<file path="config.mk">
export PLATFORM = sky130hd
export DESIGN_NAME = counter_seq_ctrl
export DESIGN_NICKNAME = d
export VERILOG_FILES = /design/src/rtl/counter_seq_ctrl.sv
export SDC_FILE = /design/constraint.sdc
export NUM_CORES = 1
export LEC_CHECK = 0
export CAP_MARGIN = 25
export CORE_ASPECT_RATIO = 1.1
export CORE_MARGIN = 2
export CORE_UTILIZATION = 53
export CTS_CLUSTER_DIAMETER = 60
export DETAILED_ROUTE_END_ITERATION = 8
export PLACE_DENSITY = 0.8
export SLEW_MARGIN = 20
export SYNTH_ARGS = -nofsm -noshare
export SYNTH_HDL_FRONTEND = slang
export SYNTH_SLANG_ARGS = --single-unit
</file>
<file path="constraint.sdc">
create_clock -name clk -period 2.4 [get_ports clk]
set_input_delay 0.24 -clock clk [delete_from_list [all_inputs] [get_ports clk]]
set_output_delay 0.24 -clock clk [all_outputs]
set_load 0.02 [all_outputs]
</file>
<file path="src/rtl/counter_seq_ctrl.sv">
`default_nettype none
// ============================================================================
//  Module   : counter_seq_ctrl
//  Purpose  : Sequenced up/down run counter with pause, abort and auto-reload.
//  Revision : 1.0 - initial release
// ============================================================================
module counter_seq_ctrl #(
    parameter int CNT_WIDTH = 8
) (
    input  logic                 clk,
    input  logic                 reset,
    input  logic                 start,
    input  logic [CNT_WIDTH-1:0] load_val,
    input  logic                 dir,
    input  logic                 auto_reload,
    input  logic                 pause,
    input  logic                 abort,
    output logic                 busy,
    output logic                 done,
    output logic [CNT_WIDTH-1:0] count
);

    localparam logic [CNT_WIDTH-1:0] c_one = CNT_WIDTH'(1);

    typedef enum logic [2:0] {
        S_IDLE   = 3'd0,
        S_LOAD   = 3'd1,
        S_RUN    = 3'd2,
        S_PAUSED = 3'd3,
        S_DONE   = 3'd4
    } state_t;

    state_t                 r_state;
    state_t                 w_state_nxt;
    logic [CNT_WIDTH-1:0]   r_count;
    logic [CNT_WIDTH-1:0]   w_count_nxt;
    logic [CNT_WIDTH-1:0]   r_cfg_n;
    logic                   r_cfg_dir;
    logic                   r_cfg_auto;
    logic                   w_capture;
    logic [CNT_WIDTH-1:0]   w_term_val;
    logic                   w_at_term;

    // Up runs end at N, down runs end at 0.
    assign w_term_val = r_cfg_dir ? r_cfg_n : '0;
    assign w_at_term  = (r_count == w_term_val);

    always_ff @(posedge clk or posedge reset) begin
        if (reset) begin
            r_state    <= S_IDLE;
            r_count    <= '0;
            r_cfg_n    <= '0;
            r_cfg_dir  <= 1'b0;
            r_cfg_auto <= 1'b0;
        end else begin
            r_state <= w_state_nxt;
            r_count <= w_count_nxt;
            if (w_capture) begin
                r_cfg_n    <= load_val;
                r_cfg_dir  <= dir;
                r_cfg_auto <= auto_reload;
            end
        end
    end

    always_comb begin
        w_state_nxt = r_state;
        w_count_nxt = r_count;
        w_capture   = 1'b0;
        case (r_state)
            S_IDLE: begin
                if (start) begin
                    w_state_nxt = S_LOAD;
                    w_capture   = 1'b1;
                end
            end
            S_LOAD: begin
                if (abort) begin
                    w_state_nxt = S_IDLE;
                end else begin
                    w_state_nxt = S_RUN;
                    w_count_nxt = r_cfg_dir ? '0 : r_cfg_n;
                end
            end
            S_RUN: begin
                // Abort beats terminal detection, which beats pause.
                if (abort) begin
                    w_state_nxt = S_IDLE;
                end else if (w_at_term) begin
                    w_state_nxt = S_DONE;
                end else if (pause) begin
                    w_state_nxt = S_PAUSED;
                end else begin
                    w_count_nxt = r_cfg_dir ? (r_count + c_one) : (r_count - c_one);
                end
            end
            S_PAUSED: begin
                if (abort) begin
                    w_state_nxt = S_IDLE;
                end else if (!pause) begin
                    w_state_nxt = S_RUN;
                end
            end
            S_DONE: begin
                if (abort) begin
                    w_state_nxt = S_IDLE;
                end else begin
                    w_state_nxt = r_cfg_auto ? S_LOAD : S_IDLE;
                end
            end
            default: begin
                w_state_nxt = S_IDLE;
            end
        endcase
    end

    assign busy  = (r_state != S_IDLE);
    assign done  = (r_state == S_DONE);
    assign count = r_count;

endmodule
`default_nettype wire

</file>
# --- Word level (Yosys, flattened, before mapping) ---
# Cells that the tools add are included.
totals:
  reg_bits: 21
  latchBits: 0
  mem_bits_rw: 0
  mem_bits_ro: 0
  in_bits: 15
  output_inout_bits: 10
  wordCells: 44
  mem_count: 0
op_classes:
  addsub: 2
  mul: 0
  div_mod_pow: 0
  n_lt_le_gt_ge: 0
  n_eq_ne: 12
  shift: 0
  muxes: 20
  bitwise: 0
  n_reduce_logical: 5
op_table:
  columns: ["op", "count"]
  rows:
  - ["8-bit 2-to-1 mux", 7]
  - ["3-bit 2-to-1 mux", 6]
  - ["8-bit one-hot mux with 2 select lines", 1]
  - ["3-bit one-hot mux with 5 select lines", 1]
  - ["2-bit inequality test, second input constant", 5]
  - ["8-bit by 1-bit adder with 8-bit output, second input constant", 1]
  - ["8-bit == test", 1]
  - ["8-bit by 1-bit subtractor with 8-bit output, second input constant", 1]
  - ["3-bit by 2-bit == test with 1-bit output, second input constant", 2]
  - ["5-bit AND reduction", 1]
  - ["1-bit 2-to-1 mux", 4]
  - ["4-bit inequality test, second input constant", 1]
  - ["3-bit by 1-bit == test with 1-bit output, second input constant", 1]
  - ["3-bit == test, second input constant", 1]
  - ["3-bit zero test", 1]
  - ["3-bit inequality test, second input constant", 1]
  - ["3-bit AND reduction", 1]
  - ["3-bit nonzero test", 1]
  - ["2-bit 2-to-1 mux", 1]
  - ["2-bit nonzero test", 1]

# --- Logic depth before layout (Yosys ltp) ---
# Gate-level depths: netlist of run 1.
depth:
  depth_word: 6
  mapped_depth: 10
  depth_no_buf: 8

# --- Worst setup path before layout of run 1 ---
# OpenSTA, ideal clock, no wires.
synth_timing:
  path_kind: "reg-to-reg"
  startpoint: "reg r_cfg_dir"
  endpoint: "reg r_count[5], in the netlist count[5]"
  setup_ns: 0.125
  t_arrival_ns: 2.093
  required_time_ns: 2.275
  slack_ns: 0.182
  path_stages_with_launch: 11
  path_cell_list: "dfrtp_1 > buf_6 > inv_1 > buf_6 > ha_1 > a211oi_1 > o21bai_1 > a21oi_1 > xor2_1 > o21ai_0 > mux2_2"
synth_via:
  elab_chain_cells: 5
  elab_cells_between_ends: 11
  classes_between: "eq/ne: 2; mux: 8; reduce/logical: 1"
synth_rtl:
  columns: ["element", "line_no", "text"]
  rows:
  - ["start: declaration", "38", "logic r_cfg_dir;"]
  - ["start signal: assignment", "60", "r_cfg_dir <= dir;"]
  - ["branches (longest 5 deep; another with 8-bit 2-to-1 mux)", null, null]
  - ["end signal: assignment", "57", "r_count <= w_count_nxt;"]
  - ["end: declaration", "35", "logic [CNT_WIDTH-1:0] r_count;"]
# Parallel ways; which one is timed is not known. The select of a mux whose other input is x is not followed.
# A chain may end at the register's enable or synchronous reset.

# --- Worst setup path after layout of run 1 ---
# Ends and elaborated chain as after synthesis.

==> summary.md, run 1 <==
The first-pass GRT wire length is 5880 um, and the total number of yosys warnings is 0. IR analysis of the VDD net gives a maximum drop of 768 uV. The area growth from synthesis to final layout is 19.1%, and the total power density per cell area is 1420 nW/um^2. The number of synthesized flops with an enable pin works out to 0.

The class of the worst hold path was input pin to async pin. 25 I/O pins were placed. The count of nets left with antenna violations once routing finished came out at 0. Latest clock arrival within the worst-skew pair: 0.31 ns. The synthesized design contains 21 register bits.

Startpoint of the most critical setup path: r_cfg_dir. The async set or reset register ratio after synthesis came out at 100%. Setup violations remaining at the end of the flow were counted as 0. The cts-stage hold buffer count was 0. The number of H-tree levels is 1.

For the worst setup path, the data required time is 2.61 ns. The post-synthesis instance area was 1480 sq um. By area the synthesized netlist is led by sky130_fd_sc_hd__dfrtp_1 35%, sky130_fd_sc_hd__mux2_2 8.3%, sky130_fd_sc_hd__ha_1 5.1%. The analysis attributes to cell leakage a power of 0.000771 uW.

After the first detailed-routing iteration, the DRC count stood at 37. TritonCTS built the clock tree. The critical setup path kind is register to register. The number of antenna violations at the first check in global routing was 0. The clock input transition at the sequential cells of the worst setup and hold paths is 0.12 ns, and the top-area cell type share of the netlist area is 35.4%. Of all nets on the critical path, the largest fanout is 10. The worst setup path is captured at a register.

The share of the clock period used by the worst path was 91.7%; the area enclosed by the die boundary was 3240 sq um. After global routing the overflow that remains totals 0. The post-synthesis cell count came out at 157. Across the run, the number of max-cap violations was 0. The die extent in y was 59.5 um. The initialized floorplan defines 20 standard-cell rows.

The largest individual stage delay along the critical path comes from the cell sky130_fd_sc_hd__dfrtp_1. In the synthesized netlist the dominant register cell turns out to be sky130_fd_sc_hd__dfrtp_1. The port buffer count works out to 24. Final-layout setup total negative slack: 0 ns. The number of global-route vias before repair is 1352, and the total iterations of the first detailed-routing run is 4. The run gives 25.0% as the overall track demand over capacity in global routing. The routed design has 3360 um of wire. After the last flow step, the layout net total stands at 206. Derived from the worst setup path, the maximum achievable clock frequency is 0.454 GHz. The worst stage delay on the critical path was 0.39 ns; the initial core utilization was 54.4%. For the pin with the worst max-slew slack, the measured transition is 0.783 ns.

Detailed placement ended at an HPWL of 2540 um. Headroom to the max-slew limit came out at 47.8%. The average wire length per cell after detail routing was 15.5 um; the total count of hold-check failures in the final report was 0. STA classifies the critical path startpoint as a register. Counting instances in the post-synthesis netlist gives the leading cell types as 21 x sky130_fd_sc_hd__dfrtp_1, 11 x sky130_fd_sc_hd__mux2_2, 11 x sky130_fd_sc_hd__nand2_1, 11 x sky130_fd_sc_hd__o21ai_0, 10 x sky130_fd_sc_hd__nor2_1. The run gives 3 as the TritonCTS buffer count. The cell accounting for the most synthesized area was sky130_fd_sc_hd__dfrtp_1. Count of unique library cells instantiated by Yosys: 40. The tree is rooted in a sky130_fd_sc_hd__clkbuf_4. For the remaining routing DRC violations, the log shows 0. The flow ran to the end, and the final reports show no timing, DRC or antenna violations. On the final layout, the worst clock skew is 0.0123 ns.

The floorplan step defined a core boundary enclosing 2730 sq um. For this block, the via count after detailed routing is 1335. The tools report the synthesized netlist net count as 179. STA puts the critical path data arrival time at 2.41 ns.

Worst slack at placement: 0.177 ns. The most common cell in the synthesized netlist is sky130_fd_sc_hd__dfrtp_1. The total count of max-transition violations in the final report came out at 0. Of the cells placed in the final design, the portion with a size suffix greater than 1 is 12.6%. Dividing the detail-routed via count by the number of cells gives 6.18. The x dimension of the die works out to 54.5 um. The signal on the critical path passes through inv_1 > ha_1 > a211oi_1 > o21bai_1 > a21oi_1 > xor2_1 > o21ai_0 > mux2_2.

The run gives 0.199 ns as the least setup slack across all paths after layout. Entering global routing, the biggest net connects 22 pins. The worst register-to-register path begins at r_cfg_dir. Subtracting the final worst setup slack from the clock period gives 2.20 ns. At the end of routability-driven placement, the weighted congestion stood at 0.879.

The maximum clock path buffer count was 2; the mean cell area of the mapped netlist was 9.45 sq um. The number of antenna diodes in the final layout is 0. After synthesis, flip-flops and latches occupy 35.4% of the total area. Setup repair after global routing left no endpoint under its margin.

For this design, the sink count on the clock tree is 21.
[critical path, delay by kind of cell (launching register included)]
kind | cells | cell delay (ns)
compound gates | 4 | 0.72
flops | 1 | 0.39
mux | 1 | 0.27
xor+xnor | 1 | 0.17
fa+ha+maj | 1 | 0.31
buf+inv | 1 | 0.25
[kinds of logic (layout without fill, tap and decap cells)]
logic type | count (synthesis) | count (layout) | share of synthesized area [%]
AOI/OAI and AO/OA | 46 | 46 | 20.3
xor gates and xnor gates | 6 | 6 | 3.54
adders and majority gates | 7 | 7 | 6.41
buffers and inverters | 12 | 38 | 5.23
DFF | 21 | 21 | 35.4
muxes | 15 | 15 | 11.0
and+or+nand+nor | 50 | 50 | 18.0
[placed cells by master (no fill, tap or decap), types with 2 or more instances in the layout]
cell / count
sky130_fd_sc_hd__xnor2_1: 2
sky130_fd_sc_hd__nor3_1: 6
sky130_fd_sc_hd__o21ai_1: 3
sky130_fd_sc_hd__nand4b_1: 2
sky130_fd_sc_hd__ha_1: 6
sky130_fd_sc_hd__nand3_1: 8
sky130_fd_sc_hd__buf_4: 4
sky130_fd_sc_hd__inv_1: 6
sky130_fd_sc_hd__nor2b_1: 3
sky130_fd_sc_hd__a211oi_1: 4
sky130_fd_sc_hd__a31oi_1: 4
sky130_fd_sc_hd__mux2i_1: 4
sky130_fd_sc_hd__nand2_1: 11
sky130_fd_sc_hd__clkbuf_4: 3
sky130_fd_sc_hd__o21ai_0: 10
sky130_fd_sc_hd__nor3b_1: 2
sky130_fd_sc_hd__nor2_1: 10
sky130_fd_sc_hd__o21bai_1: 2
sky130_fd_sc_hd__dfrtp_1: 21
sky130_fd_sc_hd__clkdlybuf4s50_1: 24
sky130_fd_sc_hd__mux2_2: 11
sky130_fd_sc_hd__a21oi_1: 8
sky130_fd_sc_hd__a21o_1: 7
sky130_fd_sc_hd__xor2_1: 4
[worst paths after layout]
path / to / slack, ns / depth (start not counted)
min in group clk: r_cfg_auto / 0.47 / 3
worst min-delay path: r_cfg_n[2] / 0.36 / 2
worst max-delay path: count[5] / 0.20 / 8
worst max register to register: count[5] / 0.20 / 8
max in group asynchronous: count[4] / 1.55 / 2
worst min register to register: r_cfg_auto / 0.57 / 2
[timing repair]
| action | 4_1_cts | 5_1_grt |
|---|---|---|
| endpoints found under the setup margin | 0 | 1 |
| buffers inserted | 0 | 0 |
| resized for setup | 0 | 1 |
[metrics by stage]
step	hold WS [ns]	util, %	instance area [sq um]	instances	power, uW
floorplan	0.217	-	1480	157	1900
global placement	0.546	63.8	1740	212	2230
detailed placement	0.552	63.8	1740	212	2330
CTS	0.397	64.8	1770	216	2510
global route	0.455	64.8	1770	216	2740
finish	0.358	64.8	1770	216	2520
[where the power goes]
group	total (uW)	internal [uW]	switching (uW)
sequential	733	511	222
combinational	1610	777	833
clock	173	64.9	108
total	2520	1350	1160
[metal layers]
| layer | part of all wire [%] | global-route usage, % |
|---|---|---|
| met4 | 2.0 | 10.7 |
| met1 | 43 | 29.2 |
| met3 | 4.9 | 4.55 |
| met2 | 51 | 43.5 |
| met5 | 0 | 0 |
[flip-flops by register name, summed over array words and instances (netlist names)]
| register | count |
|---|---|
| r_cfg_dir | 1 |
| r_cfg_n | 8 |
| r_state | 3 |
| count | 8 |
| r_cfg_auto | 1 |
[cell type report]
type                    instances  area, sq um
fillers                       225          961
flip-flops and latches         21          526
multi-input cells             124          881
well taps                      33         41.3
inverters                       6         22.5
clock buffers                   4         26.3
repair buffers                 28          270
(Power assumes the default switching activity.)
==> inputs of run 2 (changes only) <==
--- a/config.mk
+++ b/config.mk
@@ -5,13 +5,14 @@
 export SDC_FILE = /design/constraint.sdc
 export NUM_CORES = 1
 export LEC_CHECK = 0
+export ABC_AREA = 1
 export CAP_MARGIN = 25
 export CORE_ASPECT_RATIO = 1.1
 export CORE_MARGIN = 2
 export CORE_UTILIZATION = 53
 export CTS_CLUSTER_DIAMETER = 60
 export DETAILED_ROUTE_END_ITERATION = 8
-export PLACE_DENSITY = 0.8
+export PLACE_DENSITY = 0.79
 export SLEW_MARGIN = 20
 export SYNTH_ARGS = -nofsm -noshare
 export SYNTH_HDL_FRONTEND = slang
==> constraint.sdc (replaced) <==
create_clock -name clk -period 2.1 [get_ports clk]
set_input_delay 0.21 -clock clk [delete_from_list [all_inputs] [get_ports clk]]
set_output_delay 0.21 -clock clk [all_outputs]
set_load 0.02 [all_outputs]
==> run 2 against run 1 <==
Net effect: worst setup slack better by 0.011 ns; cell area is 5.4% higher; flip-flop and latch count stayed put; power is 8.2% higher; via count is 7.6% higher; register-to-register slack better by 0.07 ns; area after synthesis is 5.1% higher; die area is 4.8% higher; clock skew is 0.0011 ns lower; sequential share of layout area is 1.5 points lower; core utilization is 2.3 points higher.
==> summary.md, run 2 <==
Each instance of the synthesized netlist takes up on average 7.22 sq um. The clock input transition at the sequential cells of the worst setup and hold paths came out at 0.13 ns. The cell accounting for the most synthesized area is sky130_fd_sc_hd__dfrtp_1. Dividing the detail-routed via count by the number of cells gives 5.19. The area enclosed by the die boundary was 3390 sq um.

For the final-layout setup total negative slack, the log shows 0 ns. The die extent in y is 60.9 um, and the maximum fanout count along the critical path is 4. In this run the standard cell core region covers 2780 sq um. 25 I/O pins were placed. TritonCTS built the clock tree.

Based on the critical path, the design can be clocked at up to 0.529 GHz. Across the routed clock network, the largest skew measured is 0.0112 ns. The number of global-route vias before repair was 1342.

The run gives 1.89 ns as the required time of the worst setup path. Synthesis instantiated 26 different standard cells from the library. The synthesized design devotes to its leading area cell type 33.7% of total area. The total count of max-transition violations in the final report was 0; the async set or reset register ratio after synthesis was 100%. For flop-to-flop paths, the worst setup slack is 0.27 ns.

The net count of the finished layout is 267. The cts-stage hold buffer count came out at 0. Synthesis handed over a netlist of 216 instances. The initial core utilization is 56.2%, and the post-CTS resize count is 0. The area growth from synthesis to layout is 19.3%. STA classifies the critical path startpoint as a register.

Setup repair after global routing left no endpoint under its margin. The flow ran to the end, and the final reports show no timing, DRC or antenna violations. The floorplan has 20 rows. In this run the remaining antenna-violating nets after routing total 0. The flip-flop and latch count after synthesis was 21; the average wire length per cell after detail routing was 11.6 um.

Entering global routing, the biggest net connects 22 pins. The max capacitance violation total came out at 0. The total power density per cell area was 1460 nW/um^2.

The class of the worst hold path was input pin to async pin. The first global-routing pass estimated 5860 um of wire. Most common cell after layout, fill and taps aside: sky130_fd_sc_hd__nand2_1. Counting every net in the synthesized netlist gives 238. The worst-case IR drop observed on VDD is 1030 uV. Buffers added to address setup during post-CTS repair amount to 0. Hold timing on the final database bottoms out at a slack of 0.209 ns. The worst setup path is captured at an output port. At the later pin of the worst-skew pair, clock insertion delay measures 0.31 ns. In this run, synthesis inferred 0 flip-flops with an integrated enable. The run gives 0 as the global route total overflow. Counting every sink on the clock net gives 21. The x dimension of the die is 55.7 um. The post-synthesis instance area is 1560 sq um, and the diode insertion count for antenna repair is 0.

The maximum clock path buffer count was 2. The critical path is of the register to output port type. Total power after layout: 2720 uW. The worst pin sits at a relative slew slack of 70.9%. The first routing iteration left 53 violations. Ranked by total cell area, the synthesized netlist is headed by sky130_fd_sc_hd__dfrtp_1 34%, sky130_fd_sc_hd__nand2_1 18%, sky130_fd_sc_hd__nand3_1 11%. Setup violations remaining at the end of the flow were counted as 0. The Yosys step of the flow raised 0 warnings. The analysis attributes to cell leakage a power of 0.000985 uW. The total iterations of the first detailed-routing run came out at 4.

The remaining routing DRC violations was 0; the data arrival time of the worst path was 1.68 ns. Global routing consumed, over all layers together, 22.1% of the routing resources. The total count of hold-check failures in the final report came out at 0.

The top cell types in the final layout, fill and taps aside, are 74 x sky130_fd_sc_hd__nand2_1, 34 x sky130_fd_sc_hd__nand3_1, 27 x sky130_fd_sc_hd__inv_1. The number of clock buffers added by TritonCTS is 3. Port buffering added 24 buffers. For the pin with the worst max-slew slack, the measured transition is 0.435 ns. Post-route minimum period: 1.89 ns. Cells with a size suffix above 1 make up 9.02% of the layout.

At the end of routability-driven placement, the weighted congestion stood at 0.824. The cell with the most instances after synthesis is sky130_fd_sc_hd__nand2_1. The tools report the number of H-tree levels as 1.

Least setup slack across all paths after layout: 0.210 ns. The tree is rooted in a sky130_fd_sc_hd__clkbuf_4. Counting instances in the post-synthesis netlist gives the leading cell types as 74 x sky130_fd_sc_hd__nand2_1, 34 x sky130_fd_sc_hd__nand3_1, 27 x sky130_fd_sc_hd__inv_1, 21 x sky130_fd_sc_hd__dfrtp_1, 9 x sky130_fd_sc_hd__nor2_1. The worst slack at placement came out at 0.276 ns. For this block, the routed nets add up to 3220 um of wire. Sequential elements use 33.7% of the synthesized area.

The HPWL after detailed placement is 2480 um. Of the available clock period, the critical path in the final layout requires 90.0%. The detailed router placed 1437 vias in this run. The most used flip-flop cell after synthesis is sky130_fd_sc_hd__dfrtp_1. The run gives 0 as the number of antenna violations at the first check in global routing.
==> run 2: cell count changes after synthesis, moves of 5 or more <==
cell                      before  now
sky130_fd_sc_hd__nor3_1        6    1
sky130_fd_sc_hd__nand2_1      11   74
sky130_fd_sc_hd__inv_1         6   27
sky130_fd_sc_hd__mux2_2       11    3
sky130_fd_sc_hd__a21o_1        7    0
sky130_fd_sc_hd__mux2_1        0    6
sky130_fd_sc_hd__nand3_1       8   34
==> run 2: final cells by class <==
cell class,count,area [sq um]
fillers,239,916
multi-input cells,162,871
flip-flops and latches,21,526
repair buffers,29,278
inverters,28,119
well taps,33,41.3
clock buffers,3,22.5
clock inverters,1,5.00
==> run 2: critical path: stages, from the launching register on <==
cell and delay, ns:
sky130_fd_sc_hd__dfrtp_1 0.43, sky130_fd_sc_hd__nor2_1 0.15, sky130_fd_sc_hd__inv_1 0.07, sky130_fd_sc_hd__nor2_1 0.11, sky130_fd_sc_hd__inv_1 0.08, sky130_fd_sc_hd__clkdlybuf4s50_1 0.54
==> run 2: logic make-up (layout without fill, tap and decap cells) <==
| group | Yosys count | after routing | share of synthesized area (%) |
|---|---|---|---|
| multiplexers | 9 | 9 | 6.50 |
| AND/OR/NAND/NOR | 132 | 132 | 38.5 |
| buffers and inverters | 33 | 61 | 10.5 |
| XOR/XNOR | 1 | 1 | 0.561 |
| flip-flops | 21 | 21 | 33.7 |
| adder cells (fa/ha/maj) | 7 | 7 | 6.09 |
| AO/OA/AOI/OAI | 13 | 13 | 4.17 |
==> run 2: routing by layer <==
metal	share of wire [%]	vias to the layer above	track usage (%)	routed length, um
met3	4.2	2	2.77	134
met5	0	-	0	0
li1	-	751	-	-
met4	0.47	0	7.32	15
met1	46	646	27.4	1470
met2	50	38	40.8	1600
==> run 2: worst paths after layout <==
path,start,cells after the start,endpoint
min in group clk,dir,3,r_cfg_dir
worst max-delay path,r_state[0],5,busy
worst max register to register,r_cfg_dir,11,count[7]
max in group asynchronous,reset,3,count[7]
worst min register to register,r_cfg_auto,1,r_cfg_auto
worst min-delay path,reset,3,r_cfg_n[3]
==> run 2: through the flow <==
step | cell area, sq um | cells | utilization [%]
detailed placement | 1830 | 273 | 66.0
global placement | 1830 | 273 | 66.0
floorplan | 1560 | 216 | -
CTS | 1860 | 277 | 67.0
global route | 1860 | 277 | 67.0
finish | 1860 | 277 | 67.0
==> run 2: where the power goes <==
part	switching (uW)	total, uW	internal, uW
Clock	133	204	71.0
Combinational	992	1720	732
Sequential	208	793	585
Total	1330	2720	1390
